**src/rtl/uart_rx_os_pkg.sv**
```systemverilog
// ---------------------------------------------------------------------------
// uart_rx_os_pkg
// Shared definitions for the 16x oversampling UART receiver and its tick
// generator. Holds the receive state encoding, the oversample factor, the
// per-bit sample indices used for the 3-sample majority vote and the
// majority helper itself.
// ---------------------------------------------------------------------------
package uart_rx_os_pkg;

  typedef enum logic [2:0] {
    ST_IDLE  = 3'd0,
    ST_START = 3'd1,
    ST_DATA  = 3'd2,
    ST_STOP  = 3'd3,
    ST_BREAK = 3'd4
  } uart_state_e;

  // Oversample factor (samples per bit), fixed.
  localparam int OS = 16;

  // Sample indices inside one bit period.
  localparam logic [3:0] MID_LO  = 4'd7;
  localparam logic [3:0] MID     = 4'd8;
  localparam logic [3:0] MID_HI  = 4'd9;
  localparam logic [3:0] BIT_END = 4'd15;

  // Majority of three samples.
  function automatic logic maj3(input logic [2:0] v);
    return (v[0] & v[1]) | (v[0] & v[2]) | (v[1] & v[2]);
  endfunction

endpackage

```
**src/rtl/uart_rx_os_tick.sv**
```systemverilog
// ---------------------------------------------------------------------------
// uart_os_tick
// Oversample tick generator: a free-running counter 0..DIV-1 with
// DIV = FREQUENCY_IN / (BAUD_RATE * OS). tick_out is a registered one-clock
// pulse emitted each time the counter wraps. Usable by an oversampling
// transmitter as well as by the receiver.
// Ports:
//   clk      in  system clock
//   rst      in  synchronous, active-high reset
//   tick_out out one-clock pulse at OS x baud
// ---------------------------------------------------------------------------
module uart_os_tick
  import uart_rx_os_pkg::*;
#(
  parameter int FREQUENCY_IN = 100_000_000,
  parameter int BAUD_RATE    = 9600
) (
  input  logic clk,
  input  logic rst,
  output logic tick_out
);

  localparam int DIV = FREQUENCY_IN / (BAUD_RATE * OS);
  localparam int CW  = (DIV > 1) ? $clog2(DIV) : 1;
  localparam logic [CW-1:0] LAST = CW'(DIV - 1);

  logic [CW-1:0] r_cnt;
  logic          r_tick;

  // Divider counter with explicit wrap and registered tick pulse.
  always_ff @(posedge clk) begin
    if (rst) begin
      r_cnt  <= '0;
      r_tick <= 1'b0;
    end else if (r_cnt == LAST) begin
      r_cnt  <= '0;
      r_tick <= 1'b1;
    end else begin
      r_cnt  <= r_cnt + CW'(1);
      r_tick <= 1'b0;
    end
  end

  assign tick_out = r_tick;

endmodule

```
**src/rtl/uart_rx_os.sv**
```systemverilog
// ---------------------------------------------------------------------------
// uart_rx_os
// 8N1 UART receiver, 16x oversampled, 3-sample majority vote per bit
// (samples 7, 8, 9). Delivers each good byte with a one-clock valid pulse,
// flags a low stop bit with a one-clock framing-error pulse and then waits
// in BREAK until the line returns high, so a stuck-low line reports once.
// Ports:
//   clk           in  system clock
//   rst           in  synchronous, active-high reset
//   rx_in         in  asynchronous serial line, idles high
//   rxData_out    out last good byte, held until the next good frame
//   rxValid_out   out one-clock pulse, good byte on rxData_out
//   frameErr_out  out one-clock pulse, stop bit sampled low
//   isBusying_out out high whenever the receiver is not idle
// ---------------------------------------------------------------------------
module uart_rx_os
  import uart_rx_os_pkg::*;
#(
  parameter int FREQUENCY_IN = 100_000_000,
  parameter int BAUD_RATE    = 9600
) (
  input  logic       clk,
  input  logic       rst,
  input  logic       rx_in,
  output logic [7:0] rxData_out,
  output logic       rxValid_out,
  output logic       frameErr_out,
  output logic       isBusying_out
);

  logic        w_tick;
  logic        w_rx;
  logic        w_maj_end;
  logic        w_maj_stop;

  logic        r_sync1;
  logic        r_sync2;
  uart_state_e r_state;
  logic [3:0]  r_s;
  logic [2:0]  r_bit_cnt;
  logic [2:0]  r_samp;
  logic [7:0]  r_sr;
  logic [7:0]  r_data;
  logic        r_valid;
  logic        r_ferr;
  logic        r_busy;

  uart_os_tick #(
    .FREQUENCY_IN (FREQUENCY_IN),
    .BAUD_RATE    (BAUD_RATE)
  ) u_tick (
    .clk      (clk),
    .rst      (rst),
    .tick_out (w_tick)
  );

  // Two-flop synchronizer; resets to the idle (high) line level.
  always_ff @(posedge clk) begin
    if (rst) begin
      r_sync1 <= 1'b1;
      r_sync2 <= 1'b1;
    end else begin
      r_sync1 <= rx_in;
      r_sync2 <= r_sync1;
    end
  end

  assign w_rx = r_sync2;

  // At BIT_END the shift register already holds samples 7, 8, 9.
  assign w_maj_end  = maj3(r_samp);
  // The stop bit is decided on sample 9 itself, so fold in the live sample.
  assign w_maj_stop = maj3({r_samp[1:0], w_rx});

  // Receive FSM with registered data, pulse and busy outputs.
  always_ff @(posedge clk) begin
    if (rst) begin
      r_state   <= ST_IDLE;
      r_s       <= 4'd0;
      r_bit_cnt <= 3'd0;
      r_samp    <= 3'd0;
      r_sr      <= 8'd0;
      r_data    <= 8'd0;
      r_valid   <= 1'b0;
      r_ferr    <= 1'b0;
      r_busy    <= 1'b0;
    end else begin
      r_valid <= 1'b0;
      r_ferr  <= 1'b0;
      if (w_tick) begin
        if ((r_s == MID_LO) || (r_s == MID) || (r_s == MID_HI)) begin
          r_samp <= {r_samp[1:0], w_rx};
        end
        case (r_state)
          ST_IDLE: begin
            if (!w_rx) begin
              // The edge tick is sample 0, so the next tick is sample 1.
              r_state <= ST_START;
              r_s     <= 4'd1;
              r_busy  <= 1'b1;
            end
          end
          ST_START: begin
            r_s <= r_s + 4'd1;
            if (r_s == BIT_END) begin
              if (!w_maj_end) begin
                r_state   <= ST_DATA;
                r_bit_cnt <= 3'd0;
              end else begin
                // Glitch shorter than half a bit: drop back silently.
                r_state <= ST_IDLE;
                r_s     <= 4'd0;
                r_busy  <= 1'b0;
              end
            end
          end
          ST_DATA: begin
            r_s <= r_s + 4'd1;
            if (r_s == BIT_END) begin
              r_sr      <= {w_maj_end, r_sr[7:1]};
              r_bit_cnt <= r_bit_cnt + 3'd1;
              if (r_bit_cnt == 3'd7) begin
                r_state <= ST_STOP;
              end
            end
          end
          ST_STOP: begin
            r_s <= r_s + 4'd1;
            // Leaving mid stop bit lets the next start edge be caught even
            // when frames are back to back or the baud is slightly fast.
            if (r_s == MID_HI) begin
              r_s <= 4'd0;
              if (w_maj_stop) begin
                r_data  <= r_sr;
                r_valid <= 1'b1;
                r_state <= ST_IDLE;
                r_busy  <= 1'b0;
              end else begin
                r_ferr  <= 1'b1;
                r_state <= ST_BREAK;
              end
            end
          end
          ST_BREAK: begin
            if (w_rx) begin
              r_state <= ST_IDLE;
              r_s     <= 4'd0;
              r_busy  <= 1'b0;
            end
          end
          default: begin
            r_state <= ST_IDLE;
            r_s     <= 4'd0;
            r_busy  <= 1'b0;
          end
        endcase
      end
    end
  end

  assign rxData_out    = r_data;
  assign rxValid_out   = r_valid;
  assign frameErr_out  = r_ferr;
  assign isBusying_out = r_busy;

endmodule
```
**config.mk**
```make
export PLATFORM = sky130hd
export DESIGN_NAME = uart_rx_os
export DESIGN_NICKNAME = d
export VERILOG_FILES = /design/src/rtl/uart_rx_os_pkg.sv /design/src/rtl/uart_rx_os_tick.sv /design/src/rtl/uart_rx_os.sv
export SDC_FILE = /design/constraint.sdc
export NUM_CORES = 1
export LEC_CHECK = 0
export BUFFER_PORTS_ARGS = -buffer_cell sky130_fd_sc_hd__buf_2
export CAP_MARGIN = 20
export CELL_PAD_IN_SITES_DETAIL_PLACEMENT = 2
export CELL_PAD_IN_SITES_GLOBAL_PLACEMENT = 2
export CORE_MARGIN = 4
export CORE_UTILIZATION = 34
export CTS_BUF_LIST = sky130_fd_sc_hd__clkbuf_4 sky130_fd_sc_hd__clkbuf_8 sky130_fd_sc_hd__clkbuf_16
export CTS_CLUSTER_DIAMETER = 120
export DETAILED_ROUTE_END_ITERATION = 10
export HOLD_SLACK_MARGIN = 0.12
export MAX_ROUTING_LAYER = met4
export PLACE_DENSITY = 0.79
export SLEW_MARGIN = 25
export SYNTH_ARGS = -nofsm -noshare
export SYNTH_HDL_FRONTEND = slang
export SYNTH_SLANG_ARGS = --single-unit
export TNS_END_PERCENT = 20
```
**constraint.sdc**
```tcl
create_clock -name clk -period 2.4 [get_ports clk]
set_clock_uncertainty 0.05 [all_clocks]
set_input_delay 0.12 -clock clk [delete_from_list [all_inputs] [get_ports clk]]
set_output_delay 0.12 -clock clk [all_outputs]
set_load 0.03 [all_outputs]
```
==> impl_metrics.ini <==
[clock_network]
ctsResizeCount = 0
h-tree-depth = 2
insertion_delay_ns = 0.30
cts_made_buffers = 5
tritoncts = yes
root_buffer = clkbuf_8
clock_path_buffers = 2
clock_sinks = 45
cts.clk_slew.worst_paths_ns = 0.09

[pwr]
p_per_area_nw_per_um2 = 555
p_leak_nw = 1.00
ir_worst_vdd_v = 0.000282

[floorplanning]
initial_core_util = 0.352
core_um2 = 5920
dieArea_um2 = 7450
io_pins = 14
fp.dieW_um = 86.3
die_h_um = 86.3
rows = 28

[timing]
rsz0062_at_grt = false
min_period_ns = 1.95
setup_viol = 0
hold_viol_final = 0
timing.final.crit_share = 0.812
finalSetupTns_ns = 0
tightest_slew_ns = 0.663
max_freq_ghz = 0.513
final-max-slew-violation-count = 0
slew_headroom = 0.558
setup_ws_ns = 0.452

[critical_path]
timing.rr.end = r_state[0]$_SDFFE_PP0P_
rrSetupSlack_ns = 0.45
crit_fanout = 7
crit_path_top_delay_cell = dfxtp_1
crit_path_start_kind = register
arrival_ns = 2.09
r2r_cells = 5
slowest_delay_ns = 0.47
crit_required_ns = 2.54
endpoint_kind = register
reg2reg_from = r_s[0]$_SDFFE_PP0P_
path_cells = ha_1 > and3_2 > o21ai_1 > a211o_4 > mux2_4
critical_path_class = reg -> reg

[drt]
drtAntennaViolNets = 0
avgViaCountPerCell = 5.11
routed_wl_um = 4960
drt_drc_violations_left = 0
dr.pass1.iters = 4
wl_per_cell_um = 16.2
drt_iter0_markers = 45
vias = 1565

[logic_synthesis]
syn_area_um2 = 2090
synth_edf_count = 0
synth_nets = 228
yosysUniqueCellTypes = 46
yosys.area.top_type = dfxtp_1
ys.flop_type = dfxtp_1
synth.avg_cell_area_um2 = 9.57
synth_cells = 218
async_reset_ff_frac = 0
netlist.area_leader.share = 0.432
yosysWarnings = 0
synth_area_leaders = dfxtp_1 43%, mux2i_1 9.1%, nor2_1 5.9%
synth_seq_cells = 45
seq_area_frac_synth = 0.432

[layout]
area.growth.synth_to_final_pct = 10.8
fin_cells = 306
drive_above_1_share = 0.160
post-route-util = 0.390
fin_nets = 240
antenna_cells = 0

[status]
outcome = finished, final reports clean

[min_path]
hp-class = in -> reg
hold_end = rxData_out[0]$_SDFFE_PP0P_
holdPathStages = 2
min_from = rst

[run]
drv_cap = 0

[global_routing]
grt_pass1_wl_um = 8510
grt_max_degree = 40
grt_pass1_vias = 1674
grt_remaining_overflow = 0
antenna_found_initial = 0
grt_util_all_layers = 0.151

[placed_design]
io_buffers = 13
gp_congestion = 0.746
dp_slack_ns = 0.511
hpwl_um = 3400
dp.cells = 297
-- sequential cells by signal (all words and copies together), names as in the netlist --
| register | cells |
|---|---|
| isBusying_out | 1 |
| r_sr | 8 |
| r_state | 3 |
| frameErr_out | 1 |
| r_s | 4 |
| r_bit_cnt | 3 |
| rxValid_out | 1 |
| rxData_out | 8 |
| r_sync2 | 1 |
| r_samp | 3 |
| u_tick.tick_out | 1 |
| r_sync1 | 1 |
| u_tick.r_cnt | 10 |
-- what timing repair did --
item / CTS / global route
endpoints found under the hold margin: 1 / 0
setup buffers: 0 / 0
hold buffers: 1 / 0
-- power breakdown --
part | total, W | leakage [nW] | switching, W | internal (W)
Combinational | 0.0000278 | 0.588 | 0.0000179 | 0.00000992
Clock | 0.000497 | 0.0512 | 0.000264 | 0.000234
Sequential | 0.000758 | 0.363 | 0.00000637 | 0.000752
-- layout by cell type, fill, tap and decap left out, drive strengths merged, types with 3 or more instances in the layout --
cell,instances
inv,4
mux2i,19
nand3,9
and3,4
xnor2,8
dfxtp,45
a31oi,3
ha,7
a21oi,8
nor2,33
o21ai,5
nand2,6
nor3,7
mux2,4
or2,3
buf,15
clkbuf,6
nand4,7
nand2b,7
nor2b,3
-- through the flow --
stage / hold WS [ns] / cell area, um^2 / total power (W)
6_report: 0.282 / 2310 / 0.00128
5_1_grt: 0.325 / 2310 / 0.00135
4_1_cts: 0.296 / 2310 / 0.00131
3_5_place_dp: 0.260 / 2200 / 0.000804
3_3_place_gp: 0.258 / 2200 / 0.000803
2_1_floorplan: 0.174 / 2090 / 0.000795
-- worst max-delay path, delay by kind of cell (launching register included) --
family,cells,cell delay [ns]
compound gates,2,0.48
flops,1,0.47
mux,1,0.31
fa+ha+maj,1,0.27
simple gates,1,0.27
-- metal layers --
metal / vias to the layer above / GRT usage / share of wire
li1: 782 / - / -
met1: 763 / 0.174 / 0.44
met2: 13 / 0.259 / 0.52
met3: 7 / 0.0314 / 0.020
met4: 0 / 0.0552 / 0.016
met5: - / - / 0
-- cell type report --
| class | count | area [um^2] |
|---|---|---|
| well taps | 75 | 93.8 |
| repair buffers | 16 | 90.1 |
| clock buffers | 6 | 82.6 |
| multi-input cells | 158 | 1110 |
| fillers | 647 | 3610 |
| inverters | 4 | 15.0 |
| clock inverters | 2 | 13.8 |
| flip-flops and latches | 45 | 901 |
-- how the worst max path moves through the flow --
stage	startpoint	end	slack, ns
final	r_s[0]$_SDFFE_PP0P_	r_state[0]$_SDFFE_PP0P_	0.45
after global routing	r_s[0]$_SDFFE_PP0P_	r_state[0]$_SDFFE_PP0P_	0.39
after CTS	r_s[0]$_SDFFE_PP0P_	r_state[0]$_SDFFE_PP0P_	0.48
after detailed placement	r_s[0]$_SDFFE_PP0P_	r_state[0]$_SDFFE_PP0P_	0.51
after global placement	r_s[0]$_SDFFE_PP0P_	r_state[2]$_SDFFE_PP0P_	0.55
after floorplan	r_s[0]$_SDFFE_PP0P_	r_state[0]$_SDFFE_PP0P_	0.67
-- synth_stat cells, types with 3 or more instances --
cell type,number
inv_1,4
a21oi_1,8
nand2_1,6
xnor2_1,8
mux2i_1,19
nand4_1,6
and3_1,3
nor2_1,33
nand3_1,9
nand2b_1,7
buf_2,4
clkbuf_1,4
dfxtp_1,45
nor2b_1,3
or2_2,3
o21ai_0,4
nor3_1,7
ha_1,7
-- kinds of logic after synthesis --
family / count (synthesis) / share of synthesized area
flip-flops: 45 / 0.432
XOR/XNOR: 10 / 0.0420
multiplexers: 23 / 0.116
buffers and inverters: 15 / 0.0336
adder cells (fa/ha/maj): 9 / 0.0516
AND/OR/NAND/NOR: 87 / 0.220
AO/OA/AOI/OAI: 29 / 0.104
(Power assumes the default switching activity.)
